[config.mk]
export PLATFORM = sky130hd
export DESIGN_NAME = vit_acs_sched
export DESIGN_NICKNAME = d
export VERILOG_FILES = /design/src/rtl/vit_acs_sched.sv
export SDC_FILE = /design/constraint.sdc
export NUM_CORES = 1
export LEC_CHECK = 0
export ABC_CLOCK_PERIOD_IN_PS = 21900
export CAP_MARGIN = 20
export CORE_ASPECT_RATIO = 0.75
export CORE_MARGIN = 1.5
export CORE_UTILIZATION = 50
export DETAILED_ROUTE_END_ITERATION = 10
export DONT_BUFFER_PORTS = 1
export SLEW_MARGIN = 20
export SYNTH_ARGS = -nofsm -noshare
export SYNTH_HDL_FRONTEND = slang
export SYNTH_SLANG_ARGS = --single-unit
export TNS_END_PERCENT = 50
[constraint.sdc]
create_clock -name clk -period 21.9 [get_ports clk]
set_input_delay 4.38 -clock clk [delete_from_list [all_inputs] [get_ports clk]]
set_output_delay 4.38 -clock clk [all_outputs]
set_load 0.005 [all_outputs]
[src/rtl/vit_acs_sched.sv]
// vit_acs_sched: add-compare-select scheduler for an 8-state (K=4, rate 1/2) Viterbi decoder.
// Holds the path-metric bank and per-state valid bits. Each accepted symbol is processed by
// driving the external combinational ACS unit once per trellis state. After that the new
// metrics are normalised and one survivor byte plus the best state is offered downstream.
//
// Ports:
//   clk, rst          clock, synchronous active-high reset
//   init              one-cycle pulse: re-initialise metrics, abort any symbol in flight
//   sym_valid/ready   received hard-decision symbol handshake, sym_data = {c1,c0}
//   acs_path_*        drive to the shared ACS unit (zero outside the ACS phase)
//   acs_selection/valid/path_cost   results from the ACS unit
//   surv_valid/ready  survivor byte handshake, surv_data[s] = selection for state s
//   best_state        lowest-index valid state holding the minimum metric
//   busy              high whenever the scheduler is not idle
module vit_acs_sched #(
    parameter logic [3:0] G0     = 4'b1101,
    parameter logic [3:0] G1     = 4'b1111,
    parameter logic [7:0] PM_SAT = 8'd253
) (
    input  logic       clk,
    input  logic       rst,
    input  logic       init,
    input  logic       sym_valid,
    output logic       sym_ready,
    input  logic [1:0] sym_data,
    output logic       acs_path_0_valid,
    output logic       acs_path_1_valid,
    output logic [1:0] acs_path_0_bmc,
    output logic [1:0] acs_path_1_bmc,
    output logic [7:0] acs_path_0_pmc,
    output logic [7:0] acs_path_1_pmc,
    input  logic       acs_selection,
    input  logic       acs_valid,
    input  logic [7:0] acs_path_cost,
    output logic       surv_valid,
    input  logic       surv_ready,
    output logic [7:0] surv_data,
    output logic [2:0] best_state,
    output logic       busy
);

    typedef enum logic [1:0] {StIdle, StAcs, StNorm, StEmit} state_e;

    state_e     state_q, state_d;
    logic [2:0] idx_q;
    logic [1:0] sym_q;
    logic [7:0] pm_q  [8];
    logic [7:0] pv_q;
    logic [7:0] npm_q [8];
    logic [7:0] npv_q;
    logic [7:0] surv_q;
    logic [2:0] best_q;

    logic [2:0] pred_0, pred_1;
    logic       in_bit;
    logic [7:0] norm_min;
    logic [2:0] norm_best;
    logic       norm_found;

    // Hamming distance between the code emitted leaving state p with input u and the symbol.
    function automatic logic [1:0] branch_metric(input logic [2:0] p, input logic u,
                                                 input logic [1:0] sym);
        logic [3:0] vec;
        logic [1:0] diff;
        vec  = {u, p};
        diff = {^(G0 & vec), ^(G1 & vec)} ^ sym;
        return {1'b0, diff[1]} + {1'b0, diff[0]};
    endfunction

    function automatic logic [7:0] sat_metric(input logic [7:0] pm);
        return (pm > PM_SAT) ? PM_SAT : pm;
    endfunction

    // Trellis: state s is reached from {0,s[2:1]} or {1,s[2:1]} with input bit s[0].
    assign pred_0 = {1'b0, idx_q[2:1]};
    assign pred_1 = {1'b1, idx_q[2:1]};
    assign in_bit = idx_q[0];

    // State register.
    always_ff @(posedge clk) begin
        if (rst) begin
            state_q <= StIdle;
        end else begin
            state_q <= state_d;
        end
    end

    // Next-state logic; init overrides everything.
    always_comb begin
        state_d = state_q;
        if (init) begin
            state_d = StIdle;
        end else begin
            case (state_q)
                StIdle:  if (sym_valid) state_d = StAcs;
                StAcs:   if (idx_q == 3'd7) state_d = StNorm;
                StNorm:  state_d = StEmit;
                StEmit:  if (surv_ready) state_d = StIdle;
                default: state_d = StIdle;
            endcase
        end
    end

    // FSM outputs and ACS drive.
    always_comb begin
        sym_ready        = (state_q == StIdle) && !init;
        surv_valid       = (state_q == StEmit);
        busy             = (state_q != StIdle);
        acs_path_0_valid = 1'b0;
        acs_path_1_valid = 1'b0;
        acs_path_0_bmc   = 2'd0;
        acs_path_1_bmc   = 2'd0;
        acs_path_0_pmc   = 8'd0;
        acs_path_1_pmc   = 8'd0;
        if (state_q == StAcs) begin
            acs_path_0_valid = pv_q[pred_0];
            acs_path_1_valid = pv_q[pred_1];
            acs_path_0_bmc   = branch_metric(pred_0, in_bit, sym_q);
            acs_path_1_bmc   = branch_metric(pred_1, in_bit, sym_q);
            acs_path_0_pmc   = sat_metric(pm_q[pred_0]);
            acs_path_1_pmc   = sat_metric(pm_q[pred_1]);
        end
    end

    // Minimum over valid new metrics; strict compare keeps the lowest index on ties.
    always_comb begin
        norm_min   = 8'hff;
        norm_best  = 3'd0;
        norm_found = 1'b0;
        for (int s = 0; s < 8; s++) begin
            if (npv_q[s] && (!norm_found || (npm_q[s] < norm_min))) begin
                norm_min   = npm_q[s];
                norm_best  = 3'(s);
                norm_found = 1'b1;
            end
        end
    end

    // Datapath registers.
    always_ff @(posedge clk) begin
        if (rst || init) begin
            for (int s = 0; s < 8; s++) begin
                pm_q[s] <= 8'd0;
            end
            pv_q   <= 8'h01;
            best_q <= 3'd0;
            idx_q  <= 3'd0;
            if (rst) begin
                surv_q <= 8'd0;
                sym_q  <= 2'd0;
                npv_q  <= 8'd0;
                for (int s = 0; s < 8; s++) begin
                    npm_q[s] <= 8'd0;
                end
            end
        end else begin
            case (state_q)
                StIdle: begin
                    if (sym_valid) begin
                        sym_q <= sym_data;
                        idx_q <= 3'd0;
                    end
                end
                StAcs: begin
                    npm_q[idx_q]  <= acs_valid ? acs_path_cost : 8'd0;
                    npv_q[idx_q]  <= acs_valid;
                    surv_q[idx_q] <= acs_selection;
                    idx_q         <= idx_q + 3'd1;
                end
                StNorm: begin
                    if (!norm_found) begin
                        // No surviving state: restart the trellis from state 0.
                        for (int s = 0; s < 8; s++) begin
                            pm_q[s] <= 8'd0;
                        end
                        pv_q   <= 8'h01;
                        best_q <= 3'd0;
                    end else begin
                        for (int s = 0; s < 8; s++) begin
                            pm_q[s] <= npv_q[s] ? (npm_q[s] - norm_min) : 8'd0;
                        end
                        pv_q   <= npv_q;
                        best_q <= norm_best;
                    end
                end
                default: ;
            endcase
        end
    end

    assign surv_data  = surv_q;
    assign best_state = best_q;

endmodule
Yosys cells after proc, flatten, opt, wreduce, memory -nomap -nowiden

Memory sizes are Yosys's and may differ from the RTL's. A register that Yosys moved wholly into a read port is not among the register bits.
Cells that the tools add are included.

Register bits after elaboration: 34
RAM bits: 128
Bits of input ports: 17
Output and inout bits: 36
Memories: 2

Memory list:

| name  | words | width | rd ports | clocked after memory_dff | write ports | line | source |
|---|---|---|---|---|---|---|---|
| npm_q | 8     | 8     | 8        | 0                        | 8           | 49   | `logic [7:0] npm_q [8];` |
| pm_q  | 8     | 8     | 2        | 2                        | 8           | 47   | `logic [7:0] pm_q [8];` |

Add/subtract/negate cells: 11
Order comparisons: 13
Equality and inequality tests: 8
Mux-type cells: 104
Bitwise logic cells: 18
Reduce and logical (&&, ||, !) cells: 41

Operator list:

| kind                                                                  | count |
|---|---|
| 8-bit 2-to-1 mux                                                      | 44 |
| 8-bit subtractor                                                      | 8 |
| 8-bit < comparator                                                    | 7 |
| 3-bit 2-to-1 mux                                                      | 13 |
| 1-bit 2-to-1 mux                                                      | 31 |
| 2-bit 2-to-1 mux                                                      | 9 |
| 8-bit bitwise mux                                                     | 2 |
| 8-bit > comparator (second input constant)                            | 2 |
| 1-bit OR                                                              | 16 |
| 4-bit parity                                                          | 4 |
| 2-bit nonzero test                                                    | 5 |
| 1-bit logical AND                                                     | 9 |
| 1-bit logical NOT                                                     | 8 |
| 1-bit logical OR                                                      | 8 |
| 3-bit by 4-bit < comparator with 1-bit output (second input constant) | 2 |
| 2-bit one-hot mux with 4 select lines                                 | 1 |
| 8-bit OR reduction                                                    | 1 |
| 2-bit != test (second input constant)                                 | 3 |
| 3-bit one-hot mux with 2 select lines                                 | 1 |
| 3-bit AND reduction                                                   | 2 |
| 1-bit by 1-bit adder with 2-bit output                                | 2 |
| 1-bit binary-select mux with 2-bit select                             | 2 |
| 2-bit equality test (second input constant)                           | 2 |
| 2-bit by 4-bit < comparator with 1-bit output (second input constant) | 1 |
| other kinds (10)                                                      | 12 |

Longest topological paths before layout

An unclocked memory read counts as a cell.

Depth after elaboration: 36
Depth in mapped cells: 90
Gate-level depth less buffers: 82

Worst setup path after synthesis

Ideal clock, no wire load.

Kind: register -> register
From: reg npv_q[0]
To: mem pm_q[1][7], data pin
Library setup time: 260 ps
Data arrival time: 15979 ps
Data required time: 21640 ps
Path slack: 5660 ps
Stages on the path, launching flop included: 83
Path buffers: 8
Cell sequence: edfxtp_1 -> buf_1 -> clkbuf_1 -> nor2b_1 -> ha_1 -> a211oi_2 -> o21a_2 -> o311ai_2 -> and3_1 -> clkbuf_1 -> a21oi_1 -> inv_1 -> ha_1 -> a21oi_1 -> o21ai_0 -> a21boi_0 -> o211ai_1 -> nor2_1 -> (+47 left out) -> ha_1 -> a21o_1 -> a21o_1 -> a21oi_1 -> o21a_1 -> o211a_2 -> buf_1 -> mux2i_1 -> ha_1 -> a21o_1 -> a21o_1 -> a21o_1 -> a21o_1 -> a21o_1 -> a21oi_1 -> xnor2_1 -> xnor2_1 -> nor2_1

RTL lines:

| what                            | line | source |
|---|---|---|
| start, declared                 | 50   | `logic [7:0] npv_q;` |
| start signal, assigned by index | 166  | `npv_q[idx_q] <= acs_valid;` |
| end, declared                   | 47   |  |

==> key figures <==
STA
  – Setup Skew: 14.0 ps
  – Hold violation total from the final report: 0
  – RSZ-0062 raised after global routing: false
  – Slew of the pin with the lowest slew margin: 969 ps
  – Final worst path period share: 0.796
  – Post-route setup slack: 4480 ps
  – Final setup fails: 0
  – Sum of negative setup slack: 0 ps
  – Period minus WS final: 17420 ps
  – Slew Limit Fails: 0
  – Slew HR: 0.354
  – Max Fclk: 0.0574 GHz

Worst setup path
  – Max incr delay on CP: 760 ps
  – CP startpoint: npv_q[0]
  – Worst r2r src: npv_q[0]
  – Worst Path Required: 22080 ps
  – CP Max Fanout: 21
  – CP max-delay cell: a21oi_1
  – Crit end category: flop
  – Critical path startpoint category: flop
  – FF-to-FF setup slack: 4480 ps
  – Crit Reg-Reg Endpoint: pm_q[4][7]
  – R2R cell count: 76
  – CP Capture Point: pm_q[4][7]
  – Critical path class: flop to flop
  – WP data arrival: 17600 ps

Yosys
  – Most frequent cells after synthesis: 187 x nor2_1, 138 x edfxtp_1, 108 x ha_1
  – Post-Syn Area: 11400 um2
  – Largest area contributor in the netlist: edfxtp_1
  – Synth Instances: 1127
  – Post-synth EDFFs: 138
  – Distinct cells, synth: 80
  – Top FF cell, synth: edfxtp_1
  – Sequential-to-total area share from yosys stat: 0.410
  – Area share of the largest cell type after synthesis: 0.364
  – Synth Register Bits: 164
  – Synth Area per Inst: 10.1 um2
  – Post-Syn Nets: 1260
  – Synth area leaders: edfxtp_1 36%, ha_1 12%, nor2_1 6.2%, a21o_1 4.8%, dfxtp_1 4.6%
  – Asr flop ratio synth: 0
  – Yosys warns: 0
  – Count leader, synth: nor2_1

Power
  – Reg power frac: 0.351
  – Worst vdd ir: 0.0000683 V
  – Switch Pwr: 352 uW
  – Clock Power Share: 0.290
  – Pint: 684 uW
  – Sw Ratio: 0.340
  – Lkg Pwr: 0.00522 uW
  – Combinational power share: 0.359
  – Power Density: 84.3 nW/um2
  – Design Power: 1040 uW

Detailed routing
  – Residual DRC: 0
  – Routed wire length per instance: 21.5 um
  – DRT Pass-1 Iters: 7
  – DRT Wirelength: 30600 um
  – Iteration-0 DRC Markers: 775
  – Via Count: 8344
  – Via density: 5.85
  – Antenna Nets Post-Route: 0

GRT
  – Initial antenna violation count: 0
  – Vias in the first global route: 7600
  – Largest net degree at the start of global routing: 29
  – Gr ovfl total: 0
  – Gr usage total: 0.268
  – First-pass GRT wire length: 46200 um

Floorplanning
  – Chip Width: 177 um
  – Row count: 47
  – Die Y: 134 um
  – Die area: 23700 um2
  – Io pins: 53
  – Initial core utilization: 0.512
  – Core Region: 22200 um2

Clock tree
  – PostCTS Resize Cnt: 0
  – CTS Buffer Depth: 2
  – TritonCTS clock tree: built
  – CTS Buf Count: 17
  – Skew-Pair Late Insertion Delay: 440 ps
  – CTS sink cnt: 164
  – Htree depth: 4
  – Clock transition at the registers of the reported paths: 70 ps
  – Post-cts hold buffer count: 0
  – CTS Root Cell: clkbuf_16
  – # Post-CTS Setup Buffers: 0

Final layout
  – # diodes: 0
  – # nets final: 1253
  – FILL cells: 1988
  – Area grow syn2layout: 7.76%
  – Layout cell share with drive strength beyond 1: 0.0803
  – Seq. cell area: 4670 um2
  – Final Non-Filler Cells: 1427
  – Area occupied by multi-input gates: 6370 um2

Job
  – Max-cap viol count: 0

Place
  – Hpwl dp: 24500 um
  – Post-place setup slack: 4840 ps
  – GPL Wtd Cong: 0.908
  – Cells after DPL: 1395
  – Port buffer count: 0

Min path
  – Hold crit path type: flop to flop

Status
  – Status: completed
## power groups by stage
stage	registers (uW)	clock network (uW)	logic, uW
finish	363	300	372
CTS	363	304	365
floorplan	361	0	282
global placement	369	0	364
global route	364	314	408
detailed placement	369	0	363
## through the flow
step                      hold slack (ps)  area (um2)   util
after detailed placement              434       11700  0.525
final                                 444       12300  0.552
after global placement                430       11700  0.525
after floorplan                       418       11400      -
after CTS                             444       12300  0.552
after global routing                  462       12300  0.552
## sequential cells by signal, indices dropped and copies added (netlist names), named ones only
name and flops:
idx_q 3, pm_q 64, npv_q 8, npm_q 64
surv_data 8, state_q 2, pv_q 8, sym_q 2
best_state 3
## cell families after synthesis
group,share of synthesized area
flops,0.410
mux,0.0693
xor+xnor,0.0454
simple gates,0.158
compound gates,0.149
buf+inv,0.0316
fa+ha+maj,0.136
## worst min path at each step
stage / startpoint / to / slack (ps) / depth (start not counted)
6_report: pv_q[2] / pv_q[2] / 440 / 2
5_1_grt: pv_q[2] / pv_q[2] / 460 / 2
4_1_cts: pv_q[2] / pv_q[2] / 440 / 2
3_5_place_dp: pv_q[2] / pv_q[2] / 430 / 2
3_3_place_gp: pv_q[4] / pv_q[4] / 430 / 2
2_1_floorplan: pv_q[2] / pv_q[2] / 420 / 2
## worst max-delay path, delay by kind of cell, from the launching register on
| family | cells | cell delay, ps |
|---|---|---|
| DFF | 1 | 680 |
| muxes | 2 | 660 |
| and+or+nand+nor | 16 | 3480 |
| buffers and inverters | 5 | 360 |
| adders and majority gates | 8 | 2340 |
| xor gates and xnor gates | 2 | 370 |
| AOI/OAI and AO/OA | 43 | 9230 |
## cell type report
type / count / share of cell area
Multi-Input combinational cell: 867 / 0.519
Sequential cell: 164 / 0.380
Tap cell: 294 / 0.0300
Timing Repair Buffer: 3 / 0.00184
Inverter: 67 / 0.0205
Clock inverter: 9 / 0.00724
Clock buffer: 23 / 0.0414
## per-layer routing
| layer | vias to the layer above | wire length (um) | track usage |
|---|---|---|---|
| met5 | - | 0 | 0 |
| met4 | 0 | 208 | 0.0472 |
| met3 | 14 | 2420 | 0.0674 |
| met2 | 312 | 11500 | 0.344 |
| met1 | 3975 | 16500 | 0.445 |
| li1 | 4043 | - | - |
## cells in the final DEF (no fill, tap or decap), types with 3 or more instances in the layout
cell,synthesis,final
or3_1,3,3
nand2_1,77,77
maj3_1,3,3
dfxtp_1,26,25
a21oi_1,69,69
nand2b_1,21,21
xor2_1,12,12
xnor2_1,47,47
ha_1,108,108
nand3_1,23,23
and2_1,24,24
and3_1,7,7
a22oi_1,5,5
o211ai_1,7,7
a32oi_1,4,4
fa_1,8,8
inv_6,0,3
clkbuf_16,0,19
nor2_1,187,187
clkinv_2,0,3
mux4_2,18,18
o21ai_0,25,25
a31oi_1,3,3
a21o_1,73,73
nand3b_1,3,3
mux2_2,7,7
edfxtp_1,138,138
nor3_1,6,6
inv_1,67,67
o21a_1,7,7
o2111ai_1,4,4
a21oi_2,3,3
or2_2,4,4
buf_4,0,3
o21ai_1,6,6
nand4_1,10,10
nor2b_1,16,16
mux2i_1,23,22
Power figures use the tool's default switching activity.
